`src/rtl/zaxxon_snd_pkg.sv`:
```
// Shared types and constants for the Zaxxon sample-playback front end.
package zaxxon_snd_pkg;

  typedef enum logic [2:0] {
    ST_IDLE    = 3'd0,
    ST_ISSUE   = 3'd1,
    ST_WAIT    = 3'd2,
    ST_CAPTURE = 3'd3,
    ST_MIX     = 3'd4
  } fetch_state_t;

  localparam int SAMPLE_W = 16;
  localparam int SAT_MAX  = 32767;
  localparam int SAT_MIN  = -32768;

  // Mixer accumulator width: one sample plus enough headroom for every channel.
  function automatic int mix_sum_w(input int n);
    return SAMPLE_W + $clog2(n);
  endfunction

  // Channel index width, never below one bit.
  function automatic int idx_w(input int n);
    return (n > 1) ? $clog2(n) : 1;
  endfunction

endpackage

```
`src/rtl/wave_mix_sat.sv`:
```
// Combinational signed mixer: sums NUM_CH 16-bit samples and clamps to 16 bits.
module wave_mix_sat
  import zaxxon_snd_pkg::*;
#(
  parameter int NUM_CH = 4
) (
  input  logic [NUM_CH*16-1:0] samp_flat,
  output logic [15:0]          mix
);

  localparam int SUM_W = mix_sum_w(NUM_CH);

  logic signed [SUM_W-1:0] sum;
  logic        [15:0]      s;

  // Wide signed sum, then clamp into the 16-bit range.
  always_comb begin
    sum = '0;
    s   = '0;
    for (int i = 0; i < NUM_CH; i++) begin
      s   = samp_flat[i*16 +: 16];
      sum = sum + SUM_W'($signed(s));
    end
    if (sum > SUM_W'(SAT_MAX)) begin
      mix = 16'(SAT_MAX);
    end else if (sum < SUM_W'(SAT_MIN)) begin
      mix = 16'(SAT_MIN);
    end else begin
      mix = sum[15:0];
    end
  end

endmodule

```
`src/rtl/zaxxon_wave_fetch.sv`:
```
// Zaxxon sample playback: per-channel control, audio tick divider, round-robin
// SDRAM fetch FSM and saturating mixer driving the audio output.
//
// state   | meaning
// --------+-----------------------------------------------------------
// IDLE    | waiting for sample_tick; snapshots active channels on tick
// ISSUE   | skip a non-pending channel, or fire one wave_rd for it
// WAIT    | down-count RD_LAT cycles while SDRAM returns the word
// CAPTURE | latch wave_data, advance/wrap/end the channel position
// MIX     | register the saturated sum of all sample latches
module zaxxon_wave_fetch
  import zaxxon_snd_pkg::*;
#(
  parameter int NUM_CH     = 4,
  parameter int ADDR_W     = 20,
  parameter int RD_LAT     = 6,
  parameter int SAMPLE_DIV = 544
) (
  input  logic                     clk_sys,
  input  logic                     reset_n,
  input  logic [NUM_CH-1:0]        ch_start,
  input  logic [NUM_CH-1:0]        ch_stop,
  input  logic [NUM_CH-1:0]        ch_loop,
  input  logic [NUM_CH*ADDR_W-1:0] ch_base,
  input  logic [NUM_CH*16-1:0]     ch_len,
  output logic [NUM_CH-1:0]        ch_active,
  output logic [ADDR_W-1:0]        wave_addr,
  output logic                     wave_rd,
  input  logic [15:0]              wave_data,
  output logic [15:0]              audio_out,
  output logic                     sample_tick,
  output logic                     fetch_overrun
);

  localparam int IDX_W  = idx_w(NUM_CH);
  localparam int DIV_W  = $clog2(SAMPLE_DIV);
  localparam int WCNT_W = $clog2(RD_LAT + 1);
  localparam logic [IDX_W-1:0]  LAST_IDX = IDX_W'(NUM_CH - 1);
  localparam logic [DIV_W-1:0]  DIV_TC   = DIV_W'(SAMPLE_DIV - 1);
  localparam logic [WCNT_W-1:0] WAIT_LD  = WCNT_W'(RD_LAT - 1);

  fetch_state_t state_q, state_d;

  logic [DIV_W-1:0]  div_q, div_d;
  logic [IDX_W-1:0]  idx_q, idx_d;
  logic [NUM_CH-1:0] pend_q, pend_d;
  logic [WCNT_W-1:0] wcnt_q, wcnt_d;
  logic              abort_q, abort_d;

  logic [NUM_CH-1:0] active_q, active_d;
  logic [ADDR_W-1:0] base_q [NUM_CH];
  logic [ADDR_W-1:0] base_d [NUM_CH];
  logic [15:0]       len_q  [NUM_CH];
  logic [15:0]       len_d  [NUM_CH];
  logic [15:0]       pos_q  [NUM_CH];
  logic [15:0]       pos_d  [NUM_CH];
  logic [15:0]       samp_q [NUM_CH];
  logic [15:0]       samp_d [NUM_CH];

  logic              wave_rd_q, wave_rd_d;
  logic [ADDR_W-1:0] wave_addr_q, wave_addr_d;
  logic [15:0]       audio_q, audio_d;

  logic                tick;
  logic                cur_pend;
  logic                cur_ctrl;
  logic                capture_ok;
  logic                mix_en;
  logic [15:0]         mix_val;
  logic [NUM_CH*16-1:0] samp_flat;

  assign tick     = (div_q == DIV_TC);
  assign cur_pend = pend_q[idx_q] & active_q[idx_q];
  assign cur_ctrl = ch_start[idx_q] | ch_stop[idx_q];

  // Free-running audio divider, wraps at SAMPLE_DIV-1.
  always_comb begin
    div_d = tick ? '0 : div_q + DIV_W'(1);
  end

  // FSM state register.
  always_ff @(posedge clk_sys or negedge reset_n) begin
    if (!reset_n) begin
      state_q <= ST_IDLE;
    end else begin
      state_q <= state_d;
    end
  end

  // Next-state logic plus the channel walk and read-latency timer.
  always_comb begin
    state_d = state_q;
    idx_d   = idx_q;
    pend_d  = pend_q;
    wcnt_d  = wcnt_q;
    case (state_q)
      ST_IDLE: begin
        if (tick) begin
          pend_d  = active_q;
          idx_d   = '0;
          state_d = ST_ISSUE;
        end
      end
      ST_ISSUE: begin
        if (cur_pend) begin
          wcnt_d  = WAIT_LD;
          state_d = ST_WAIT;
        end else if (idx_q == LAST_IDX) begin
          state_d = ST_MIX;
        end else begin
          idx_d = idx_q + IDX_W'(1);
        end
      end
      ST_WAIT: begin
        if (wcnt_q == '0) begin
          state_d = ST_CAPTURE;
        end else begin
          wcnt_d = wcnt_q - WCNT_W'(1);
        end
      end
      ST_CAPTURE: begin
        if (idx_q == LAST_IDX) begin
          state_d = ST_MIX;
        end else begin
          idx_d   = idx_q + IDX_W'(1);
          state_d = ST_ISSUE;
        end
      end
      ST_MIX: begin
        state_d = ST_IDLE;
      end
      default: begin
        state_d = ST_IDLE;
      end
    endcase
  end

  // FSM outputs: read strobe/address, capture qualifier, mix enable.
  // A start or stop on the channel in flight poisons its capture.
  always_comb begin
    wave_rd_d   = (state_q == ST_ISSUE) && cur_pend;
    wave_addr_d = wave_addr_q;
    if (wave_rd_d) begin
      wave_addr_d = (base_q[idx_q] + ADDR_W'({pos_q[idx_q], 1'b0})) & ~ADDR_W'(1);
    end
    abort_d = 1'b0;
    if (state_q == ST_ISSUE) begin
      abort_d = cur_pend && cur_ctrl;
    end else if (state_q == ST_WAIT) begin
      abort_d = abort_q || cur_ctrl;
    end
    capture_ok = (state_q == ST_CAPTURE) && !abort_q && !cur_ctrl;
    mix_en     = (state_q == ST_MIX);
    audio_d    = mix_en ? mix_val : audio_q;
  end

  // Per-channel control and position bookkeeping; stop overrides start.
  always_comb begin
    for (int i = 0; i < NUM_CH; i++) begin
      active_d[i] = active_q[i];
      base_d[i]   = base_q[i];
      len_d[i]    = len_q[i];
      pos_d[i]    = pos_q[i];
      samp_d[i]   = samp_q[i];
      if (mix_en && !active_q[i]) begin
        samp_d[i] = '0;
      end
      if (capture_ok && (idx_q == IDX_W'(i))) begin
        samp_d[i] = wave_data;
        if ((pos_q[i] + 16'd1) == len_q[i]) begin
          pos_d[i] = '0;
          if (!ch_loop[i]) begin
            active_d[i] = 1'b0;
          end
        end else begin
          pos_d[i] = pos_q[i] + 16'd1;
        end
      end
      if (ch_stop[i]) begin
        active_d[i] = 1'b0;
        samp_d[i]   = '0;
      end else if (ch_start[i]) begin
        base_d[i]   = ch_base[i*ADDR_W +: ADDR_W];
        len_d[i]    = ch_len[i*16 +: 16];
        pos_d[i]    = '0;
        active_d[i] = (ch_len[i*16 +: 16] != 16'd0);
      end
    end
  end

  // Flatten the sample latches for the mixer.
  always_comb begin
    samp_flat = '0;
    for (int i = 0; i < NUM_CH; i++) begin
      samp_flat[i*16 +: 16] = samp_q[i];
    end
  end

  wave_mix_sat #(
    .NUM_CH(NUM_CH)
  ) u_mix (
    .samp_flat(samp_flat),
    .mix      (mix_val)
  );

  // Datapath and channel registers.
  always_ff @(posedge clk_sys or negedge reset_n) begin
    if (!reset_n) begin
      div_q       <= '0;
      idx_q       <= '0;
      pend_q      <= '0;
      wcnt_q      <= '0;
      abort_q     <= 1'b0;
      active_q    <= '0;
      wave_rd_q   <= 1'b0;
      wave_addr_q <= '0;
      audio_q     <= '0;
      for (int i = 0; i < NUM_CH; i++) begin
        base_q[i] <= '0;
        len_q[i]  <= '0;
        pos_q[i]  <= '0;
        samp_q[i] <= '0;
      end
    end else begin
      div_q       <= div_d;
      idx_q       <= idx_d;
      pend_q      <= pend_d;
      wcnt_q      <= wcnt_d;
      abort_q     <= abort_d;
      active_q    <= active_d;
      wave_rd_q   <= wave_rd_d;
      wave_addr_q <= wave_addr_d;
      audio_q     <= audio_d;
      for (int i = 0; i < NUM_CH; i++) begin
        base_q[i] <= base_d[i];
        len_q[i]  <= len_d[i];
        pos_q[i]  <= pos_d[i];
        samp_q[i] <= samp_d[i];
      end
    end
  end

  assign ch_active     = active_q;
  assign wave_rd       = wave_rd_q;
  assign wave_addr     = wave_addr_q;
  assign audio_out     = audio_q;
  assign sample_tick   = tick;
  assign fetch_overrun = tick && (state_q != ST_IDLE);

endmodule

```
`config.mk`:
```
export PLATFORM = sky130hd
export DESIGN_NAME = zaxxon_wave_fetch
export DESIGN_NICKNAME = d
export VERILOG_FILES = /design/src/rtl/zaxxon_snd_pkg.sv /design/src/rtl/wave_mix_sat.sv /design/src/rtl/zaxxon_wave_fetch.sv
export SDC_FILE = /design/constraint.sdc
export NUM_CORES = 1
export LEC_CHECK = 0
export ABC_AREA = 1
export CORE_AREA = 10 10 195 197
export CTS_CLUSTER_DIAMETER = 40
export DETAILED_ROUTE_END_ITERATION = 12
export DIE_AREA = 0 0 205 207
export PLACE_DENSITY = 0.79
export SYNTH_ARGS = -nofsm -noshare
export SYNTH_HDL_FRONTEND = slang
export SYNTH_SLANG_ARGS = --single-unit
```
`constraint.sdc`:
```
create_clock -name clk_sys -period 4.6 [get_ports clk_sys]
set_input_delay 0.46 -clock clk_sys [delete_from_list [all_inputs] [get_ports clk_sys]]
set_output_delay 0.46 -clock clk_sys [all_outputs]
set_load 0.02 [all_outputs]
```
==> results of run 1 <==
==> area by class of cell <==
class                           instances  area share
Clock inverter                         28     0.01407
Sequential cell                       331      0.3490
Timing Repair Buffer                  231     0.09710
Clock buffer                           58     0.05645
Inverter                              320     0.05060
Tap cell                              455     0.02398
Multi-Input combinational cell       1866      0.4088
==> registers in the layout, indices dropped and copies added (netlist names) <==
| register | flops |
|---|---|
| pos_q | 64 |
| wave_rd | 1 |
| abort_q | 1 |
| ch_active | 4 |
| base_q | 76 |
| div_q | 10 |
| idx_q | 2 |
| state_q | 3 |
| pend_q | 4 |
| wcnt_q | 3 |
| audio_out | 16 |
| len_q | 64 |
| samp_flat | 64 |
| wave_addr | 19 |
==> how the worst max path moves through the flow <==
stage | endpoint | cells past startpoint
floorplan | wave_addr[19] | 17
global placement | wave_addr[19] | 15
detailed placement | wave_addr[19] | 14
CTS | audio_out[13] | 19
global route | wave_addr[19] | 15
finish | wave_addr[19] | 14
==> routing by layer <==
layer / vias up / share of wire / track usage
li1: 8751 / - / -
met1: 8762 / 0.42 / 0.3667
met2: 714 / 0.47 / 0.4594
met3: 110 / 0.077 / 0.05618
met4: 4 / 0.025 / 0.08112
met5: - / 0.00050 / 0
==> power by group through the flow <==
stage          combinational (W)  clock, W  sequential [W]
3_5_place_dp            0.000723         0         0.00323
6_report                0.000730   0.00380         0.00319
4_1_cts                 0.000731   0.00383         0.00319
2_1_floorplan           0.000373         0         0.00320
3_3_place_gp            0.000706         0         0.00323
5_1_grt                 0.000819   0.00396         0.00320
==> cell families after synthesis <==
group / Yosys count
compound gates: 436
xor+xnor: 54
fa+ha+maj: 78
buf+inv: 408
flops: 331
mux: 3
other cells: 1
simple gates: 1294
==> metrics by stage <==
stage,utilization,setup WS (ps)
2_1_floorplan,-,1200
3_3_place_gp,0.6467,994.1
3_5_place_dp,0.6467,960.7
4_1_cts,0.6957,934.4
5_1_grt,0.6957,558.0
6_report,0.6957,905.7
==> worst max-delay path, delay by kind of cell (launching register included) <==
kind	cells	cell delay (ps)
DFF	1	580
AOI/OAI and AO/OA	4	1360
buffers and inverters	3	530
adders and majority gates	1	460
and+or+nand+nor	6	630
==> cells in the final DEF (no fill, tap or decap), drive strengths merged, types with 16 or more instances in the layout <==
cell type and n:
a21oi 161, buf 21, clkbuf 58, clkdlybuf4s50 210, dfrtp 331, fa 34
ha 44, inv 326, nand2 845, nand3 137, nand3b 17, nand4 33
nor2 234, o21ai 154, o22ai 84, xnor2 16, xor2 33
==> metrics, run 1 <==
Sw Pwr=0.001995 W; setup violators final=0; Worst-path clk slew=60 ps; CTS buffer count=48; CP Launch Point=idx_q[0]; mux share of post-synthesis cell area=0.001725; Die Width=205 µm; I/O pin count=217; largest family of logic cells by synthesized area=simple AND/OR/NAND/NOR gates; Max-Slew Margin vs Limit=0.2296; Hold WC Path Type=input pin to asynchronous set/reset pin; antenna violations before repair=2; first-pass GRT wire length=95940 µm; RR Startpoint=idx_q[0]; largest net degree at the start of global routing=120; Clock Power Share=0.492; DR vias/cell=5.576; routed via count=18340; Hold Vio Cnt, Final=3; Post-Layout Cell Count=3289; routability cong.=0.9328; TNS Setup=0 ps; terminus of the critical flop-to-flop path=wave_addr[19]; ranking of synthesized cells by area=dfrtp_1, nand2_1, inv_1; vias in the first global route=18270; Post-Syn Area per Cell=7.516 µm²; Clk Tree Root Cell=clkbuf_16; FF-to-FF setup slack=910 ps; H-Tree Depth=2; cts hold-fix bufs=0; max incr delay on CP=580 ps; dpl cells=3203; Final min period=3694 ps; drt total wl=59860 µm; fraction of layout cells with a size suffix above 1=0.06493; Synth cell types=54; worst path required time=5070 ps; Yosys top cell area share=0.4230; CP Class=register to register; Synth Area in Compound Gates=0.1233; sequential standard cell area=8284 µm²; Post-Place Cell Area=22060 µm²; worst vdd ir=0.2474 mV; status=finished, violations left; pwr/cell area=325.0 nW/µm²; main flop type after synthesis=dfrtp_1; crit path cell chain=inv_2 -> buf_12 -> nand2_1 -> a32oi_1 -> inv_1 -> fa_1 -> o21ai_0 -> a21boi_0 -> o21ai_0 -> nand4_1 -> nand2_1 -> nand3_1 -> nand3_1 -> nand2_1; initial DRC count=1812; xor and xnor fraction of the mapped netlist area=0.02780; post-CTS resize count=0; Clock Skew=26.10 ps; Die Area=42440 µm²; most common library cells after synthesis=nand2_1, dfrtp_1, inv_1; worst slew pin tran=1152 ps; RSZ-0062 raised after global routing=no; DRC=0; FP Rows=68; fin. max-slew vios=0; router iterations before antenna repair=6; die height=207 µm; max cap viols=0; Worst Hold Slack=-2.509 ps; fin crit share=0.8031; Startpoint Class=register; count leader, synth=nand2_1; Arrival @ worst endpoint=4160 ps; Initial Utilization=0.5739; Synthesis Warnings=0; DRT antenna net count=0; register share of total power=0.413; largest area contributor in the netlist=dfrtp_1; Adder-Cell Fraction of Synth Area=0.06288; Gate power share=0.095; postcts setup bufs=0; cell leakage power=11.38 nW; core area=34120 µm²; worst r2r path cells=14; EDFF count, synth=0; CTS tree=done; crit path capture type=register; Tot GR Track Use=0.2800; Final Cell Area=23740 µm²; Layout Nets=3050; Crit path top cell by count=nand2_1; Synth Net Count=2857; antenna cells=0; worst-path maximum fanout=62; Fill cells=2801; Post-Synth Simple-Gate Area=0.2789; Avg WL per Cell=18.20 µm; synthesized instance count=2605; I/O Buffers=211; HPWL Detailed=44330 µm; clk buf depth=3; Seq/Total Area, Yosys=0.4230; power after layout=0.007715 W; clk sink count=331; violated checks=hold timing; Fmax achieved=270.7 MHz; Syn-to-layout area delta=21.23%; synthesized area=19580 µm²; sw frac=0.2586; area of the multi-input gates=9703 µm²; clk_lat worst skew=580 ps; async set-reset flop share out of synthesis=1.000; total gr overflow=0; flops & latches, synth=331; Int Pwr=0.005720 W; CP max-delay cell=dfrtp_2
Note: power is estimated with default switching activity, not from simulation.
==> inputs of run 2 (changes only) <==
- clock period: 4.6 -> 3.7 ns (I/O delays scaled with it)
==> run 2 against run 1 <==
  * The flow now finishes without violations
  * Sequential cell count unchanged
  * Combinational power increased by 26%
  * Clock-buffer cell count increased by 1
  * Hold slack improved by 330 ps
  * First-iteration DRC count decreased by 16%
  * Cell area increased by 0.62%
  * Maximum frequency increased by 5.1%
  * Global-route usage increased by 0.53 points
  * Critical path type unchanged
  * Critical endpoint is now audio_out[7]
==> metrics, run 2 (synthesized netlist as in run 1, its figures left out) <==
CP Launch Point=samp_flat[1]; RR Startpoint=samp_flat[1]; Worst-path clk slew=60 ps (about the same); FF-to-FF setup slack=190 ps (-720 ps); register share of total power=0.413 (about the same); Sw Pwr=0.002500 W (+25%); commonest non-fill, non-tap cell in the layout=nand2_1; largest reg by FF count=base_q; setup violators final=0 (unchanged); clk sink count=331 (unchanged); fin. max-slew vios=0 (unchanged); Hold WC Path Type=input pin to register; Final min period=3515 ps (-179.6 ps); worst-path maximum fanout=15 (-76%); FP Rows=68 (unchanged); Startpoint Class=register; worst path required time=4190 ps (-880 ps); router iterations before antenna repair=5 (-1); H-Tree Depth=2 (unchanged); I/O Buffers=211 (unchanged); Fill cells=2821 (+0.71%); DRT antenna net count=0 (unchanged); antenna violations before repair=1 (-1); crit path capture type=register; CTS buffer count=48 (unchanged); Syn-to-layout area delta=21.98%; Layout Nets=3068 (+0.59%); max cap viols=0 (unchanged); Gate power share=0.096 (about the same); first-pass GRT wire length=98030 µm (+2.2%); Int Pwr=0.007099 W (+24%); Largest register FFs=76 (unchanged); postcts setup bufs=0 (unchanged); RSZ-0062 raised after global routing=no; clk buf depth=3 (unchanged); pwr/cell area=401.9 nW/µm² (+24%); routed via count=18430 (+0.47%); vias in the first global route=18400 (+0.73%); worst r2r path cells=20 (+6); end point of the critical path=audio_out[7]; Clock Power Share=0.491 (about the same); DR vias/cell=5.569 (-0.14%); power after layout=0.009599 W (+24%); fin crit share=0.9499 (+0.1468); status=complete, no violations; drt total wl=61090 µm (+2.0%); Tot GR Track Use=0.2853 (+0.005347); TNS Setup=0 ps (unchanged); Initial Utilization=0.5739 (unchanged); commonest cells after routing, fill and taps aside=nand2_1, dfrtp_1, inv_1; routability cong.=0.9289 (-0.42%); clk_lat worst skew=590 ps (about the same); DRC=0 (unchanged); Avg WL per Cell=18.46 µm (+1.4%); HPWL Detailed=45440 µm (+2.5%); CTS tree=done; Hold Vio Cnt, Final=0 (-3); worst slew pin tran=1097 ps (-55.68 ps); Die Width=205 µm (unchanged); Die Area=42440 µm² (unchanged); Clk Tree Root Cell=clkbuf_16; CP Class=register to register; Worst Hold Slack=324.9 ps (+327.4 ps); Clock Skew=26.13 ps (+0.03210 ps); fraction of layout cells with a size suffix above 1=0.07078 (+0.005852); terminus of the critical flop-to-flop path=audio_out[7]; core area=34120 µm² (unchanged); sw frac=0.2605 (+0.001854); WHS Path Cells=3; largest net degree at the start of global routing=90 (-25%); Arrival @ worst endpoint=4000 ps (-160 ps); cell leakage power=11.46 nW (+0.70%); worst vdd ir=0.3374 mV (+36%); total gr overflow=0 (unchanged); I/O pin count=217 (unchanged); antenna cells=0 (unchanged); Fmax achieved=284.5 MHz (+5.1%); initial DRC count=1530 (-16%); Max-Slew Margin vs Limit=0.2668 (+0.03723); die height=207 µm (unchanged)
==> run 2: critical path, cell delays in order, from the launching register on <==
cell and delay, ps:
dfrtp_1 320, inv_1 60, fa_1 530, inv_1 50, fa_1 500, ha_1 180
inv_1 60, fa_1 400, inv_1 90, nand3_1 70, nand2_1 120, nand2_1 60
nand2_1 130, nand3b_1 110, nand2_1 80, xnor2_1 140, inv_1 80, nand2_1 100
buf_12 140, nand2_1 60, a21oi_1 160
==> run 2: how the worst min path moves through the flow <==
stage	slack, ps	startpoint	endpoint
detailed placement	380	reset_n	samp_flat[43]
floorplan	70	reset_n	abort_q
global placement	370	reset_n	samp_flat[11]
global route	330	ch_base[3]	base_q[63]
CTS	310	ch_base[12]	base_q[72]
finish	320	ch_base[13]	base_q[73]
==> run 2: stage by stage <==
step                setup WS [ps]  cells  utilization  instance area [µm²]
finish                      185.3   3309       0.7000                23880
global route                3.963   3309       0.7000                23880
CTS                         67.12   3309       0.6998                23880
detailed placement          124.5   3220       0.6508                22200
global placement            165.8   3220       0.6508                22200
floorplan                   299.9   2605            -                19580
==> run 2: what timing repair did <==
item                                   CTS  global route
hold buffers                             1             0
gates resized for setup                  0             2
endpoints found under the hold margin   67             0
setup endpoints to repair                0            15
==> run 2: final cells by class <==
| class | instances | area, µm² | share of cell area |
|---|---|---|---|
| Sequential cell | 331 | 8284 | 0.3469 |
| Timing Repair Buffer | 249 | 2455 | 0.1028 |
| Clock inverter | 29 | 329.1 | 0.01378 |
| Multi-Input combinational cell | 1866 | 9711 | 0.4066 |
| Clock buffer | 59 | 1334 | 0.05585 |
| Inverter | 320 | 1201 | 0.05029 |
| Tap cell | 455 | 569.3 | 0.02384 |
==> run 2: power groups by stage <==
stage / Combinational [W] / Sequential [W] / Clock, W
final: 0.000919 / 0.00397 / 0.00471
after global routing: 0.00103 / 0.00398 / 0.00493
after CTS: 0.000919 / 0.00396 / 0.00477
after detailed placement: 0.000907 / 0.00402 / 0
after global placement: 0.000885 / 0.00402 / 0
after floorplan: 0.000464 / 0.00397 / 0
==> run 2: routing by layer <==
| metal | vias up | track usage | part of all wire |
|---|---|---|---|
| met5 | - | 0 | 0.00033 |
| met4 | 2 | 0.1077 | 0.032 |
| met3 | 132 | 0.04682 | 0.069 |
| met2 | 694 | 0.4561 | 0.47 |
| met1 | 8817 | 0.3812 | 0.43 |
| li1 | 8782 | - | - |
